## src/rtl/keccak_share_io_pkg.sv

```systemverilog
// Shared definitions for the masked Keccak share I/O wrapper: FSM states,
// fresh-mask width formula and default watchdog limit.
package keccak_share_io_pkg;

   typedef enum logic [1:0] {
      ST_IDLE = 2'd0,
      ST_LOAD = 2'd1,
      ST_RUN  = 2'd2,
      ST_DONE = 2'd3
   } state_t;

   localparam int MAX_CYC_DEF = 32;

   // Fresh mask bits for a (sin)-share core: one b-bit mask per share pair.
   function automatic int nr_bits(input int sin, input int width);
      return sin * (sin - 1) / 2 * width;
   endfunction

endpackage

```

## src/rtl/keccak_share_recombine.sv

```systemverilog
// Recombines n_shares b-bit Boolean shares into the plain value by XOR.
module keccak_share_recombine #(
   parameter int b        = 25,
   parameter int n_shares = 2
) (
   input  logic [n_shares*b-1:0] shares,
   output logic [b-1:0]          plain
);

   always_comb begin
      plain = '0;
      for (int i = 0; i < n_shares; i++) begin
         plain = plain ^ shares[i*b +: b];
      end
   end

endmodule

```

## src/rtl/keccak_share_io.sv

```systemverilog
// Masking front end / unmasking back end around a d-th order masked Keccak core.
// Optional build macro KECCAK_SHARE_IO_ZEROIZE_EN clears shares and result after use.
//
//   state   | meaning
//   IDLE    | waiting for plain input; core held in reset
//   LOAD    | one cycle, masked shares presented to core while in reset
//   RUN     | core running, watchdog counting
//   DONE    | recombined result offered until taken
module keccak_share_io
   import keccak_share_io_pkg::*;
#(
   parameter int b       = 25,
   parameter int W       = 1,
   parameter int d       = 1,
   parameter int MAX_CYC = MAX_CYC_DEF
) (
   input  logic                                  Clock,
   input  logic                                  Reset,
   input  logic                                  InValid,
   output logic                                  InReady,
   input  logic [b-1:0]                          InPlain,
   input  logic [d*b+nr_bits(d+1, b)-1:0]        RandIn,
   output logic                                  CoreReset,
   output logic [(d+1)*b-1:0]                    CoreInData,
   output logic [nr_bits(d+1, b)-1:0]            CoreFreshRand,
   input  logic                                  CoreReady,
   input  logic [(d+1)*b-1:0]                    CoreOutData,
   output logic                                  OutValid,
   input  logic                                  OutReady,
   output logic [b-1:0]                          OutPlain,
   output logic                                  Busy,
   output logic                                  Timeout
);

   localparam int SIN = d + 1;
   localparam int NR  = nr_bits(SIN, b);
   localparam int WDW = $clog2(MAX_CYC + 1);

   if (W * 25 != b) begin : g_bad_width
      $error("keccak_share_io: lane width W must equal b/25");
   end

   state_t           state, state_nxt;
   logic [SIN*b-1:0] shares;
   logic [SIN*b-1:0] in_shares;
   logic [b-1:0]     recombined;
   logic [WDW-1:0]   wd;
   logic             in_fire, cap, wd_expire;
`ifdef KECCAK_SHARE_IO_ZEROIZE_EN
   logic             out_fire;
`endif

   assign in_fire   = (state == ST_IDLE) && InValid;
   assign cap       = (state == ST_RUN) && CoreReady;
   assign wd_expire = (state == ST_RUN) && !CoreReady && (wd == WDW'(MAX_CYC - 1));
`ifdef KECCAK_SHARE_IO_ZEROIZE_EN
   assign out_fire  = (state == ST_DONE) && OutReady;
`endif

   // Shares 0..d-1 are raw random slices; the last share carries the plain value.
   always_comb begin
      in_shares = '0;
      in_shares[d*b +: b] = InPlain;
      for (int i = 0; i < d; i++) begin
         in_shares[i*b +: b] = RandIn[i*b +: b];
         in_shares[d*b +: b] = in_shares[d*b +: b] ^ RandIn[i*b +: b];
      end
   end

   keccak_share_recombine #(
      .b        (b),
      .n_shares (SIN)
   ) u_recombine (
      .shares (CoreOutData),
      .plain  (recombined)
   );

   always_ff @(posedge Clock or negedge Reset) begin
      if (!Reset) begin
         state <= ST_IDLE;
      end else begin
         state <= state_nxt;
      end
   end

   always_comb begin
      state_nxt = state;
      InReady   = 1'b0;
      OutValid  = 1'b0;
      CoreReset = 1'b1;
      Busy      = 1'b1;
      unique case (state)
         ST_IDLE: begin
            InReady = 1'b1;
            Busy    = 1'b0;
            if (InValid) state_nxt = ST_LOAD;
         end
         ST_LOAD: state_nxt = ST_RUN;
         ST_RUN: begin
            CoreReset = 1'b0;
            if (CoreReady)      state_nxt = ST_DONE;
            else if (wd_expire) state_nxt = ST_IDLE;
         end
         ST_DONE: begin
            OutValid = 1'b1;
            if (OutReady) state_nxt = ST_IDLE;
         end
         default: state_nxt = ST_IDLE;
      endcase
   end

   // The plain result is only formed at capture, straight into the output register.
   always_ff @(posedge Clock or negedge Reset) begin
      if (!Reset) begin
         shares   <= '0;
         OutPlain <= '0;
         wd       <= '0;
         Timeout  <= 1'b0;
      end else begin
         if (in_fire) begin
            shares  <= in_shares;
            Timeout <= 1'b0;
         end else if (cap) begin
            shares   <= CoreOutData;
            OutPlain <= recombined;
         end
`ifdef KECCAK_SHARE_IO_ZEROIZE_EN
         else if (out_fire || wd_expire) begin
            shares   <= '0;
            OutPlain <= '0;
         end
`endif
         if (wd_expire) Timeout <= 1'b1;
         if (state == ST_LOAD)     wd <= '0;
         else if (state == ST_RUN) wd <= wd + WDW'(1);
      end
   end

   assign CoreInData    = shares;
   assign CoreFreshRand = RandIn[d*b +: NR];

endmodule

```

## config.mk

```make
export PLATFORM = sky130hd
export DESIGN_NAME = keccak_share_io
export DESIGN_NICKNAME = d
export VERILOG_FILES = /design/src/rtl/keccak_share_io_pkg.sv /design/src/rtl/keccak_share_recombine.sv /design/src/rtl/keccak_share_io.sv
export SDC_FILE = /design/constraint.sdc
export NUM_CORES = 1
export LEC_CHECK = 0
export ABC_CLOCK_PERIOD_IN_PS = 1600
export CORE_MARGIN = 2
export CORE_UTILIZATION = 36
export CTS_CLUSTER_SIZE = 14
export DETAILED_ROUTE_END_ITERATION = 8
export MAX_ROUTING_LAYER = met4
export PLACE_DENSITY_LB_ADDON = 0.1
export SKIP_LAST_GASP = 1
export SLEW_MARGIN = 20
export SYNTH_ARGS = -nofsm -noshare
export SYNTH_HDL_FRONTEND = slang
export SYNTH_SLANG_ARGS = --single-unit
```

## constraint.sdc

```tcl
create_clock -name Clock -period 1.6 [get_ports Clock]
set_clock_uncertainty 0.2 [all_clocks]
set_input_delay 0.4 -clock Clock [delete_from_list [all_inputs] [get_ports Clock]]
set_output_delay 0.4 -clock Clock [all_outputs]
set_load 0.005 [all_outputs]
```

==> results of run 1 <==
==> timing repair <==
item                                    4_1_cts  5_1_grt
buffers inserted                             28       26
hold buffers                                  1        0
gates cloned                                  8        9
pin swaps                                    38       30
endpoints found under the hold margin        49        0
endpoints found under the setup margin      158      128
resized for setup                           237       85
==> worst max-delay path, cell delays in order, from the launching register on <==
cell and delay (ns):
dfrtp_1 0.41, buf_6 0.13, buf_6 0.11, ha_4 0.15, inv_2 0.05, buf_2 0.10
==> cell type report <==
class	instances	area, sq um	share of cell area (%)
Clock buffer	12	256	3.26
Clock inverter	4	47.5	0.605
Inverter	9	36.3	0.462
Multi-Input combinational cell	291	2290	29.1
Sequential cell	84	2100	26.7
Tap cell	147	184	2.34
Timing Repair Buffer	271	2950	37.5
==> sequential cells by signal (all words and copies together), names as in the netlist <==
name and cells:
Timeout 1, state 2, CoreInData 50, wd 6, OutPlain 25
==> synthesized netlist by cell type, types with 2 or more instances <==
cell	n
xor2_1	26
inv_1	8
mux2i_1	50
o22ai_1	2
xnor2_1	26
clkbuf_1	9
a21oi_1	53
nor3_1	2
nor2_1	53
ha_1	5
nand2_1	28
dfrtp_1	84
buf_4	30
nand3_1	3
o21ai_0	26
buf_2	8
==> routing by layer <==
metal / GRT usage (%) / share of wire, % / up-vias / wire length [um]
li1: - / - / 1916 / -
met1: 25.3 / 41 / 1911 / 5910
met2: 36.1 / 51 / 133 / 7360
met3: 4.09 / 5.2 / 27 / 750
met4: 9.43 / 2.2 / 0 / 314
met5: - / 0 / - / 0
==> report_power, final <==
group | switching, mW | internal (mW) | leakage [nW] | total (mW)
Combinational | 3.12 | 4.52 | 2.51 | 7.63
Clock | 0.838 | 1.29 | 0.149 | 2.13
Sequential | 0.639 | 3.16 | 0.987 | 3.80
==> metrics by stage <==
step | cell area (sq um) | setup WS [ns] | hold WS, ns
global placement | 6370 | -0.337 | 0.0673
CTS | 7340 | -0.293 | 0.246
detailed placement | 6370 | -0.362 | 0.0709
floorplan | 4340 | -0.0894 | -0.0956
global route | 7860 | -0.351 | 0.254
finish | 7860 | -0.305 | 0.253
==> final timing paths <==
path | startpoint | to | slack [ns]
setup / recovery | state[1]$_DFFE_PN0P_ | CoreReset | -0.30
hold / removal | Reset | CoreInData[45]$_DFFE_PN0P_ | 0.25
setup reg to reg | state[1]$_DFFE_PN0P_ | OutPlain[13]$_DFFE_PN0P_ | -0.29
hold reg to reg | OutPlain[18]$_DFFE_PN0P_ | OutPlain[18]$_DFFE_PN0P_ | 0.30
max in group asynchronous | Reset | OutPlain[13]$_DFFE_PN0P_ | 0.47
min in group Clock | OutPlain[18]$_DFFE_PN0P_ | OutPlain[18]$_DFFE_PN0P_ | 0.30
==> layout by cell type (no fill, tap or decap), drive strengths merged, types with 2 or more instances in the layout <==
cell type        n
a21oi           53
buf             85
clkbuf          21
clkdlybuf4s15   63
clkdlybuf4s50  102
clkinv           2
dfrtp           84
dlygate4sd2     10
ha               5
inv              9
mux2i           50
nand2           29
nand3            4
nor2            53
nor3             2
o21ai           27
o22ai            2
xnor2           26
xor2            26
==> cell families after synthesis <==
group	after synthesis
buffers and inverters	56
adder cells (fa/ha/maj)	5
AND/OR/NAND/NOR	93
XOR/XNOR	52
multiplexers	51
flip-flops	84
AO/OA/AOI/OAI	89
==> key figures, run 1 <==
Yosys
  – Syn nets: 565
  – Synth top area cells: dfrtp_1 (49%), mux2i_1 (12%), a21oi_1 (6.1%)
  – Proportion of synthesized area in mux cells: 11.8%
  – XOR/XNOR Fraction of Synth Area: 10.5%
  – Seq cells post-synth: 84
  – Yosys warns: 0
  – Compound-cell area share of the yosys netlist: 11.0%
  – Top FF cell, synth: dfrtp_1
  – Number of synthesized flops with an enable pin: 0
  – Avg Cell Area, Syn: 10.1 sq um
  – Sequential share of the synthesized area: 48.6%
  – Top cell type by total area after synthesis: dfrtp_1
  – Cell Area, Synth: 4330 sq um
  – Synth cell types: 33
  – Yosys top cell area share: 48.6%
  – Syn Inst Count: 430
  – Simple-Gate Fraction of Synth Area: 8.93%
  – Adder-cell share of the synthesized area: 1.45%
  – Largest family of logic cells by synthesized area: multiplexers
  – Async S/R FF share, synth: 100%

Worst setup path
  – R2R depth: 10
  – Kind of critical path: flip-flop to primary output
  – Required @ worst endpoint: 1.00 ns
  – Crit path max fanout: 2
  – Worst EP arrival: 1.30 ns
  – CP Capture Type: primary output
  – Setup crit start kind: flip-flop

Clocking
  – CTS Buffer Depth: 2
  – Clk root buf: clkbuf_16
  – Clk sinks: 84
  – Clock transition at the registers of the reported paths: 0.06 ns
  – Htree depth: 3
  – Worst-Skew Late Latency: 0.34 ns
  – Num CTS Buffers: 9
  – CTS tree: built

Route
  – DRT Wirelength: 14,300 um
  – Via/cell ratio: 4.87
  – Final ANT Viol Nets: 0
  – Post-DR wirelength/cell: 17.5 um
  – Drt drc: 0
  – Routed vias: 3,987
  – DRT Pass-1 Iters: 4
  – Drt initial violations: 115

Global routing
  – Tot GR Track Use: 21.5%
  – First-pass GRT wire length: 21,100 um
  – Initial antenna violation count: 0
  – Grt ovf: 0
  – Number of global-route vias before repair: 4,078
  – Largest net degree at the start of global routing: 40

Run
  – Max-Cap Viols: 0

Floorplanning
  – Die height: 114 um
  – Total core area: 11,900 sq um
  – Die ar.: 12,900 sq um
  – Rows: 40
  – Initial Util: 36.5%
  – Die Wd: 114 um
  – I/O pin count: 235

STA
  – Worst slew pin tran: 0.553 ns
  – Min Clock Period, post-route: 1.90 ns
  – Final setup margin: -0.305 ns
  – FMAX: 525 MHz
  – Final setup TNS: -18.31 ns
  – Fin. Hold Viols: 0
  – Final worst path period share: 119%
  – Setup violations, final: 82
  – Worst relative slew slack: 63.0%
  – Max-slew violation count: 0
  – Unrepaired setup endpoints after global routing: yes

Finish
  – Fraction of layout cells with a size suffix above 1: 27.4%
  – Post-layout util: 66.3%
  – Cell Count, Final, Fillers Out: 818
  – Area delta synth->final: 81.6%
  – Number of nets in the layout: 801
  – N_diodes: 0
  – FILL cells: 941

Place
  – Buffers on Ports: 184
  – Post-DP HPWL: 8510 um
  – # placed instances: 742
  – Gpl congestion: 0.833

Status
  – Status: finished with violations
  – Failing checks: negative setup slack

Pwr
  – Total power: 13.6 mW
  – Max VDD drop: 1.02 mV
  – Power per cell area: 1730 nW/um^2
  – Static leakage: 3.64 nW

Hold path
  – HP Class: input pin to asynchronous set/reset pin
No activity file was read; power rests on OpenSTA's default activity.
==> run 2: changes to the inputs <==
--- a/config.mk
+++ b/config.mk
@@ -16,4 +16,5 @@
 export SLEW_MARGIN = 20
 export SYNTH_ARGS = -nofsm -noshare
 export SYNTH_HDL_FRONTEND = slang
+export SYNTH_HIERARCHICAL = 1
 export SYNTH_SLANG_ARGS = --single-unit
==> run 2 against run 1 <==
  * The run still ends with negative setup slack left
  * Design area shrank 7.4%
  * Maximum frequency fell by 3.1%
  * Total power is 7.7% lower
  * Critical path type is now flip-flop to flip-flop
==> key figures, run 2 <==
Status
  – Status: finished with violations
  – Failing checks: negative setup slack

STA
  – Final worst path period share: 123%
  – Setup violations, final: 82
  – Min Clock Period, post-route: 1.97 ns
  – Worst slew pin tran: 0.391 ns
  – Worst relative slew slack: 73.9%
  – Worst hold slack: 0.299 ns
  – Unrepaired setup endpoints after global routing: yes
  – Fin. Hold Viols: 0
  – Final setup margin: -0.366 ns
  – FMAX: 509 MHz
  – Max-slew violation count: 0
  – Final setup TNS: -23.51 ns

Global routing
  – Initial antenna violation count: 0
  – Grt ovf: 0
  – Tot GR Track Use: 18.1%
  – Largest net degree at the start of global routing: 57
  – Number of global-route vias before repair: 3,703
  – First-pass GRT wire length: 18,000 um

Finish
  – Area delta synth->final: 66.5%
  – Commonest cells after routing, fill and taps aside: clkdlybuf4s50_1 (103), dfrtp_1 (84), clkdlybuf4s15_1 (61)
  – Number of nets in the layout: 756
  – Max reg flops: 50
  – N_diodes: 0
  – Post-layout util: 61.1%
  – Fraction of layout cells with a size suffix above 1: 20.0%
  – Commonest non-fill, non-tap cell in the layout: clkdlybuf4s50_1

Pwr
  – Max VDD drop: 0.622 mV
  – Sw Pwr: 3.95 mW
  – Static leakage: 3.44 nW
  – Sw frac: 31.5%
  – Logic gate share of total power: 52.5%
  – Internal: 8.58 mW
  – Total power: 12.5 mW
  – Reg power frac: 30.2%
  – Clk pwr share: 17.3%
  – Power per cell area: 1720 nW/um^2

Yosys
  – Synth top area cells: dfrtp_1 (48%), mux2i_1 (11%), xor2_1 (10%)
  – Seq cells post-synth: 84
  – Syn nets: 538
  – Avg Cell Area, Syn: 10.8 sq um
  – Most instantiated cells after synthesis: dfrtp_1 (84), a21oi_1 (54), nor2_1 (52)
  – Most frequent cell after synthesis: dfrtp_1
  – Cell Area, Synth: 4370 sq um
  – Number of synthesized flops with an enable pin: 0
  – Yosys warns: 6
  – Yosys top cell area share: 48.1%
  – Syn Inst Count: 403
  – Top cell type by total area after synthesis: dfrtp_1
  – Async S/R FF share, synth: 100%
  – Sequential share of the synthesized area: 48.1%
  – Top FF cell, synth: dfrtp_1
  – Synth cell types: 30

Route
  – Post-DR wirelength/cell: 15.8 um
  – Routed vias: 3,643
  – Via/cell ratio: 4.73
  – DRT Wirelength: 12,200 um
  – Final ANT Viol Nets: 0
  – Drt initial violations: 90
  – DRT Pass-1 Iters: 4
  – Drt drc: 0

Place
  – DP Worst Slack: -0.439 ns
  – Post-DP HPWL: 8370 um
  – Buffers on Ports: 184
  – Gpl congestion: 0.854

Floorplanning
  – Die height: 114 um
  – I/O pin count: 235
  – Die ar.: 13,000 sq um
  – Initial Util: 36.7%
  – Rows: 40
  – Total core area: 11,900 sq um
  – Die Wd: 114 um

Clocking
  – Worst-Skew Late Latency: 0.34 ns
  – CTS tree: built
  – Num CTS Buffers: 9
  – Clk sinks: 84
  – CTS Buffer Depth: 2
  – Htree depth: 3
  – Clk root buf: clkbuf_16
  – Clock transition at the registers of the reported paths: 0.06 ns

Worst setup path
  – Setup crit start kind: flip-flop
  – R2R depth: 9
  – RR Startpoint: state[0]$_DFFE_PN0P_
  – Crit path max fanout: 8
  – Kind of critical path: flip-flop to flip-flop
  – Flop2flop setup slack: -0.37 ns
  – Worst EP arrival: 1.99 ns
  – Worst R2R End: OutPlain[16]$_DFFE_PN0P_
  – Required @ worst endpoint: 1.62 ns
  – CP Capture Type: flip-flop

Hold path
  – Hold Path Stages: 1
  – Hold path startpoint: OutPlain[16]$_DFFE_PN0P_
  – HP Class: flip-flop to flip-flop
  – Hold Path Sink: OutPlain[16]$_DFFE_PN0P_

Run
  – Max-Cap Viols: 0
## run 2: cell count changes after synthesis, sizes merged, moves of 23 or more
cell | previous run | this run
mux2 | 1 | 26
xnor2 | 26 | 1
nand2 | 28 | 5
o21ai | 27 | 2
xor2 | 26 | 51
## run 2: metrics by stage
stage | cells | area (sq um)
final | 771 | 7280
after global routing | 771 | 7280
after CTS | 747 | 6870
after detailed placement | 719 | 6430
after global placement | 719 | 6430
after floorplan | 403 | 4400
## run 2: layout make-up
cell class              count  area [sq um]
fillers                  1034          4640
clock buffers              13           280
repair buffers            251          2530
multi-input cells         266          2120
well taps                 147           184
inverters                   9          33.8
clock inverters             1          30.0
flip-flops and latches     84          2100
## run 2: cell families (layout without fill, tap and decap cells)
| kind of cell | Yosys count | count (layout) | share of synthesized area (%) |
|---|---|---|---|
| XOR/XNOR | 52 | 52 | 10.4 |
| AO/OA/AOI/OAI | 65 | 65 | 8.19 |
| AND/OR/NAND/NOR | 68 | 68 | 6.47 |
| flip-flops | 84 | 84 | 48.1 |
| adder cells (fa/ha/maj) | 5 | 5 | 1.43 |
| multiplexers | 76 | 76 | 18.2 |
| buffers and inverters | 53 | 274 | 7.24 |
## run 2: how the worst max path moves through the flow
stage,from,end,slack [ns],cells past startpoint
after floorplan,state[0]$_DFFE_PN0P_,OutPlain[10]$_DFFE_PN0P_,-0.21,6
after global placement,CoreReady,OutPlain[20]$_DFFE_PN0P_,-0.42,5
after detailed placement,CoreReady,OutPlain[20]$_DFFE_PN0P_,-0.44,5
after CTS,state[0]$_DFFE_PN0P_,OutPlain[14]$_DFFE_PN0P_,-0.33,8
after global routing,state[0]$_DFFE_PN0P_,OutPlain[10]$_DFFE_PN0P_,-0.42,9
final,state[0]$_DFFE_PN0P_,OutPlain[16]$_DFFE_PN0P_,-0.37,9
## run 2: critical path, cell delays in order, from the launching register on
cell and delay (ns):
dfrtp_1 0.40, inv_2 0.10, buf_6 0.11, ha_4 0.13
buf_6 0.10, nand2_4 0.05, a21oi_4 0.13, buf_12 0.14
clkbuf_16 0.16, mux2_2 0.33
## run 2: per-layer routing
layer / vias to the layer above / track usage [%] / part of all wire (%)
met1: 1698 / 21.4 / 42
met3: 20 / 4.82 / 7.1
li1: 1786 / - / -
met4: 0 / 7.15 / 1.8
met5: - / - / 0
met2: 139 / 29.6 / 49
## run 2: power groups by stage
stage | Sequential (mW) | Clock [mW] | Combinational [mW]
after floorplan | 3.87 | 0 | 2.48
after global placement | 3.76 | 0 | 5.74
after detailed placement | 3.81 | 0 | 5.84
after CTS | 3.76 | 2.23 | 5.73
after global routing | 3.91 | 2.33 | 7.11
final | 3.78 | 2.17 | 6.57
## run 2: timing repair
item,in CTS,in global routing
pin swaps,7,5
setup buffers,13,24
endpoints found under the setup margin,162,132
gates resized for setup,135,63
endpoints found under the hold margin,84,0
gates cloned,0,4
hold buffers,1,0
